## src/rtl/instr_sequencer.sv

```systemverilog
`default_nettype none
// ============================================================================
// Module   : instr_sequencer
// Brief    : Multi-cycle fetch/decode/execute sequencer that steers an ALU and
//            register file from a 16-bit program word stream.
// Revision : 1.0 - initial release
// ============================================================================
module instr_sequencer #(
   parameter int unsigned     PC_W     = 8,
   parameter logic [PC_W-1:0] START_PC = '0
) (
   input  logic            clk,
   input  logic            reset,
   input  logic            run,
   output logic [PC_W-1:0] instr_addr,
   input  logic [15:0]     instr_data,
   input  logic [4:0]      flags,
   output logic [7:0]      aluop,
   output logic [4:0]      regen,
   output logic [4:0]      bufa,
   output logic [4:0]      bufb,
   output logic [15:0]     imm,
   output logic            immen,
   output logic            cin,
   output logic            busy,
   output logic            err
);

   typedef enum logic [2:0] {
      S_IDLE   = 3'd0,
      S_FETCH  = 3'd1,
      S_DECODE = 3'd2,
      S_IMMF   = 3'd3,
      S_EXEC   = 3'd4,
      S_HALT   = 3'd5
   } state_t;

   localparam logic [3:0]      c_CLS_NOP  = 4'd0;
   localparam logic [3:0]      c_CLS_RR   = 4'd1;
   localparam logic [3:0]      c_CLS_RI   = 4'd2;
   localparam logic [3:0]      c_CLS_JMP  = 4'd3;
   localparam logic [3:0]      c_CLS_BRF  = 4'd4;
   localparam logic [3:0]      c_CLS_HALT = 4'd5;
   localparam logic [PC_W-1:0] c_PC_ONE   = PC_W'(1);
   localparam logic [PC_W-1:0] c_PC_TWO   = PC_W'(2);

   state_t          state_q, state_d;
   logic [PC_W-1:0] pc_q, pc_d;
   logic [PC_W-1:0] addr_q, addr_d;
   logic [15:0]     ir_q, ir_d;
   logic [15:0]     imm_q, imm_d;
   logic            err_q, err_d;
   logic [7:0]      aluop_q, aluop_d;
   logic [4:0]      regen_q, regen_d;
   logic [4:0]      bufa_q, bufa_d;
   logic [4:0]      bufb_q, bufb_d;
   logic            immen_q, immen_d;
   logic            cin_en_q, cin_en_d;
   logic            busy_q, busy_d;

   logic [3:0]      w_cls;
   logic [2:0]      w_cond;
   logic [7:0]      w_flags_ext;
   logic [PC_W-1:0] w_target;
   logic [PC_W-1:0] w_pc_inc;
   logic [15:0]     w_exec_src;

   assign w_cls       = instr_data[15:12];
   assign w_cond      = instr_data[2:0];
   assign w_flags_ext = {3'b000, flags};
   assign w_target    = PC_W'(instr_data[11:4]);
   assign w_pc_inc    = pc_q + c_PC_ONE;
   // RR executes straight from the word on the bus; RI from the latched word
   assign w_exec_src  = (state_q == S_IMMF) ? ir_q : instr_data;

   always_comb begin
      state_d  = state_q;
      pc_d     = pc_q;
      addr_d   = addr_q;
      ir_d     = ir_q;
      imm_d    = imm_q;
      err_d    = err_q;
      aluop_d  = '0;
      regen_d  = '0;
      bufa_d   = '0;
      bufb_d   = '0;
      immen_d  = 1'b0;
      cin_en_d = 1'b0;

      case (state_q)
         S_IDLE, S_HALT: begin
            if (run) begin
               state_d = S_FETCH;
               pc_d    = START_PC;
            end
         end
         S_FETCH: begin
            state_d = S_DECODE;
         end
         S_DECODE: begin
            ir_d = instr_data;
            case (w_cls)
               c_CLS_NOP: begin
                  pc_d    = w_pc_inc;
                  state_d = S_FETCH;
               end
               c_CLS_RR: begin
                  state_d = S_EXEC;
               end
               c_CLS_RI: begin
                  state_d = S_IMMF;
               end
               c_CLS_JMP: begin
                  pc_d    = w_target;
                  state_d = S_FETCH;
               end
               c_CLS_BRF: begin
                  state_d = S_FETCH;
                  if (w_cond > 3'd4) begin
                     err_d = 1'b1;
                     pc_d  = w_pc_inc;
                  end else if (w_flags_ext[w_cond]) begin
                     pc_d = w_target;
                  end else begin
                     pc_d = w_pc_inc;
                  end
               end
               c_CLS_HALT: begin
                  state_d = S_HALT;
               end
               default: begin
                  err_d   = 1'b1;
                  pc_d    = w_pc_inc;
                  state_d = S_FETCH;
               end
            endcase
         end
         S_IMMF: begin
            imm_d   = instr_data;
            state_d = S_EXEC;
         end
         S_EXEC: begin
            pc_d    = (ir_q[15:12] == c_CLS_RI) ? pc_q + c_PC_TWO : w_pc_inc;
            state_d = S_FETCH;
         end
         default: begin
            state_d = S_IDLE;
         end
      endcase

      if (state_d == S_EXEC) begin
         regen_d  = {1'b1, w_exec_src[11:8]};
         bufa_d   = {1'b1, w_exec_src[11:8]};
         bufb_d   = (state_q == S_IMMF) ? 5'd0 : {1'b1, w_exec_src[7:4]};
         aluop_d  = {4'h0, w_exec_src[3:0]};
         immen_d  = (state_q == S_IMMF);
         cin_en_d = w_exec_src[3];
      end

      // The word after the opcode is requested during DECODE so an RI
      // immediate is on instr_data by IMMF; for other classes it is unused.
      if (state_d == S_FETCH) begin
         addr_d = pc_d;
      end else if (state_d == S_DECODE) begin
         addr_d = w_pc_inc;
      end

      busy_d = (state_d != S_IDLE) && (state_d != S_HALT);
   end

   always_ff @(posedge clk or posedge reset) begin
      if (reset) begin
         state_q  <= S_IDLE;
         pc_q     <= START_PC;
         addr_q   <= START_PC;
         ir_q     <= '0;
         imm_q    <= '0;
         err_q    <= 1'b0;
         aluop_q  <= '0;
         regen_q  <= '0;
         bufa_q   <= '0;
         bufb_q   <= '0;
         immen_q  <= 1'b0;
         cin_en_q <= 1'b0;
         busy_q   <= 1'b0;
      end else begin
         state_q  <= state_d;
         pc_q     <= pc_d;
         addr_q   <= addr_d;
         ir_q     <= ir_d;
         imm_q    <= imm_d;
         err_q    <= err_d;
         aluop_q  <= aluop_d;
         regen_q  <= regen_d;
         bufa_q   <= bufa_d;
         bufb_q   <= bufb_d;
         immen_q  <= immen_d;
         cin_en_q <= cin_en_d;
         busy_q   <= busy_d;
      end
   end

   assign instr_addr = addr_q;
   assign aluop      = aluop_q;
   assign regen      = regen_q;
   assign bufa       = bufa_q;
   assign bufb       = bufb_q;
   assign imm        = imm_q;
   assign immen      = immen_q;
   assign cin        = cin_en_q & flags[0];
   assign busy       = busy_q;
   assign err        = err_q;

endmodule
`default_nettype wire

```

## config.mk

```make
export PLATFORM = sky130hd
export DESIGN_NAME = instr_sequencer
export DESIGN_NICKNAME = d
export VERILOG_FILES = /design/src/rtl/instr_sequencer.sv
export SDC_FILE = /design/constraint.sdc
export NUM_CORES = 1
export LEC_CHECK = 0
export ABC_AREA = 1
export ABC_CLOCK_PERIOD_IN_PS = 3600
export CORE_MARGIN = 4
export CORE_UTILIZATION = 55
export CTS_CLUSTER_DIAMETER = 200
export CTS_CLUSTER_SIZE = 28
export DETAILED_ROUTE_END_ITERATION = 10
export MAX_ROUTING_LAYER = met4
export PLACE_DENSITY_LB_ADDON = 0.3
export RECOVER_POWER = 25
export SLEW_MARGIN = 25
export SYNTH_ARGS = -nofsm -noshare
export SYNTH_HDL_FRONTEND = slang
export SYNTH_SLANG_ARGS = --single-unit
```

## constraint.sdc

```tcl
create_clock -name clk -period 3.6 [get_ports clk]
set_clock_uncertainty 0.1 [all_clocks]
set_input_delay 0.72 -clock clk [delete_from_list [all_inputs] [get_ports clk]]
set_output_delay 0.72 -clock clk [all_outputs]
set_load 0.005 [all_outputs]
```

==> reports/qor.txt <==
Initial DRC Count = 168
Grt ovf = 0
Setup Viol. Count Final = 0
Failing checks = max-capacitance violations, max-slew violations
Global-route wire length before repair = 14200 um
Critical Path Start Type = flip-flop
Largest family of logic cells by synthesized area = simple AND/OR/NAND/NOR gates
Synth Register Bits = 64
Delay-heaviest family, CP = buffers and inverters
Setup TNS = 0 ns
Core Rows = 28
Logic pwr share = 51.9%
Synth Area in Simple Gates = 28.8%
Slew Limit Fails = 65
Fin crit share = 78.3%
Compound-Gate Fraction of Synth Area = 11.1%
Total track usage = 24.6%
CP Max Fanout = 33
Mean number of vias per cell = 5.09
Final Critical Period = 2.82 ns
Worst EP arrival = 2.90 ns
Netlist cell types = 28
Cell-internal power = 2.16 mW
I/O pins = 75
Power density over cell area = 884 nW/um^2
Synth warn = 0
Largest net degree at the start of global routing = 65
Die area = 7620 sq um
Core Box Area = 6030 sq um
Chip width = 87.3 um
Initial core utilization = 57.4%
Layout cells sized above 1 = 7.14%
ANT cells = 0
Crit-path cells = inv_2, nor3_1, clkbuf_1, inv_1, nand2_1, o21ai_0
Hold Slack = 0.379 ns
Drt drc = 0
Clock-pin slew on the worst setup and hold paths = 0.08 ns
Post-CTS Hold Fix Bufs = 0
CP endpoint kind = flip-flop
Crit path largest cell delay = 0.61 ns
Total power = 3.78 mW
Crit path buf inv count = 3
Port bufs = 70
Sw Ratio = 42.8%
CTS resizes = 0
Die height = 87.3 um
Mux share of post-synthesis cell area = 0%
Layout Nets = 553
Antenna violations before repair = 0
Num CTS Buffers = 9
Hold Fails Final Rpt = 0
Vias in the first global route = 2943
Post-Route WL = 8490 um
Leakage = 2.18 nW
Final Util = 71.0%
Max frequency = 355 MHz
Critical Path RT = 3.68 ns
Critical path class = flip-flop to flip-flop
ANT nets after route = 0
Flop pwr share = 34.0%
Root buffer cell = clkbuf_8
Register area share after synthesis = 46.3%
Adder-cell share of the synthesized area = 0.724%
Post-CTS Setup Inserts = 0
Clock latency on the worst-skew pair = 0.34 ns
Design Area, Final = 4280 sq um
CTS Buffer Depth = 2
Syn_area_per_cell = 7.44 sq um
Detailed Place HPWL = 6210 um
Via count = 3090
H-Tree Depth = 3
Syn Inst Count = 465
Unrepaired setup endpoints after global routing = no
Post-Syn Area = 3460 sq um
Worst Max-Slew Pin Slew = 1.54 ns
HP Class = flip-flop to flip-flop
CP max-delay cell = nand2_1
Max IR drop VDD = 0.626 mV
Fillers = 495
Syn-to-layout area delta = 23.7%
GPL Wtd Cong = 0.933
Total iterations of the first detailed-routing run = 5
Slew Limit Headroom = -2.42%
XOR/XNOR Fraction of Synth Area = 2.03%
Max Cap Viol = 1
Clock power share = 14.1%
WL/cell = 14.0 um
Net switching power = 1.62 mW
Clock Sinks = 64
CTS tree = yes
Placement Cell Area = 4130 sq um
Status = finished, violations left
==> cells by family (layout without fill, tap and decap cells) <==
family / count (synthesis) / in the layout
AO/OA/AOI/OAI: 70 / 70
XOR/XNOR: 8 / 8
adder cells (fa/ha/maj): 2 / 2
buffers and inverters: 83 / 147
flip-flops: 64 / 64
other: 1 / 4
AND/OR/NAND/NOR: 237 / 237
==> state kept, by name (all words and copies together) (netlist names) <==
name and count:
immen 1, ir_q 12, err 1, aluop 4, imm 16, bufa 5, instr_addr 8, bufb 5
busy 1, state_q 3, pc_q 8
==> final cells by class <==
| class | count | area, sq um | area share, % |
|---|---|---|---|
| clock buffer | 10 | 128 | 2.98 |
| clock inverter | 6 | 36.3 | 0.848 |
| inverter | 58 | 218 | 5.09 |
| multi-input combinational | 321 | 1480 | 34.7 |
| sequential | 64 | 1600 | 37.4 |
| tap | 75 | 93.8 | 2.19 |
| timing repair buffer | 73 | 717 | 16.8 |
==> worst reg2reg max path: cells and delay by family, from the launching register on <==
family / cells / cell delay [ns]
buffers and inverters: 3 / 1.19
AND/OR/NAND/NOR: 2 / 0.78
flip-flops: 1 / 0.41
AO/OA/AOI/OAI: 1 / 0.18
==> cells in the final DEF, fill, tap and decap left out, types with 2 or more instances in the layout <==
cell	synthesis	routed
nand2_1	154	154
clkdlybuf4s50_1	0	69
dfrtp_1	64	64
inv_1	54	54
o21ai_0	40	40
nand3_1	35	36
nor2_1	32	32
a21oi_1	21	21
clkbuf_8	0	9
xor2_1	7	7
o21ai_2	6	6
or2_2	4	4
conb_1	1	4
clkinv_2	0	4
inv_2	4	3
nand4_1	2	2
nor2_2	2	2
nor3_1	2	2
nand2_2	2	2
nor2_4	2	2
ha_1	2	2
clkbuf_1	8	2
==> stage by stage <==
step / instances / setup WS (ns)
6_report: 607 / 0.783
5_1_grt: 607 / 0.439
4_1_cts: 607 / 0.974
3_5_place_dp: 591 / 0.630
3_3_place_gp: 591 / 0.673
2_1_floorplan: 468 / 1.18
==> synth_stat cells, drive strengths merged <==
master / instances / area share, %
a21oi: 21 / 3.0
a31o: 1 / 0.25
buf: 17 / 3.8
clkbuf: 8 / 0.87
conb: 1 / 0.11
dfrtp: 64 / 46
ha: 2 / 0.72
inv: 58 / 6.3
nand2: 156 / 17
nand3: 36 / 5.4
nand4: 2 / 0.36
nor2: 36 / 4.5
nor3: 3 / 0.76
o211a: 1 / 0.29
o211ai: 1 / 0.22
o21ai: 46 / 7.3
or2: 4 / 0.72
xnor2: 1 / 0.25
xor2: 7 / 1.8
==> path summary, 6_finish.rpt <==
| path | start | to | slack [ns] | cells past startpoint |
|---|---|---|---|---|
| min | err$_DFFE_PP0P_ | err$_DFFE_PP0P_ | 0.38 | 1 |
| max reg2reg | state_q[0]$_DFF_PP0_ | bufa[0]$_DFF_PP0_ | 0.78 | 6 |
| max | state_q[0]$_DFF_PP0_ | bufa[0]$_DFF_PP0_ | 0.78 | 6 |
| max in group asynchronous | reset | instr_addr[6]$_DFFE_PP0P_ | 1.22 | 3 |
| min in group asynchronous | reset | imm[8]$_DFFE_PP0P_ | 1.26 | 3 |
| min reg2reg | err$_DFFE_PP0P_ | err$_DFFE_PP0P_ | 0.38 | 1 |
==> metal layers <==
| layer | up-vias | share of wire [%] | track usage [%] |
|---|---|---|---|
| li1 | 1565 | - | - |
| met1 | 1430 | 46 | 32.6 |
| met2 | 91 | 47 | 37.7 |
| met3 | 4 | 6.1 | 6.81 |
| met4 | 0 | 0.47 | 5.58 |
| met5 | - | 0 | - |
==> power groups by stage <==
stage | combinational, mW | sequential [mW] | clock (mW)
detailed placement | 1.99 | 1.29 | 0
global placement | 1.94 | 1.28 | 0
floorplan | 1.31 | 1.25 | 0
global route | 2.25 | 1.33 | 0.580
finish | 1.96 | 1.29 | 0.533
CTS | 1.99 | 1.29 | 0.537
(Power assumes the default switching activity.)
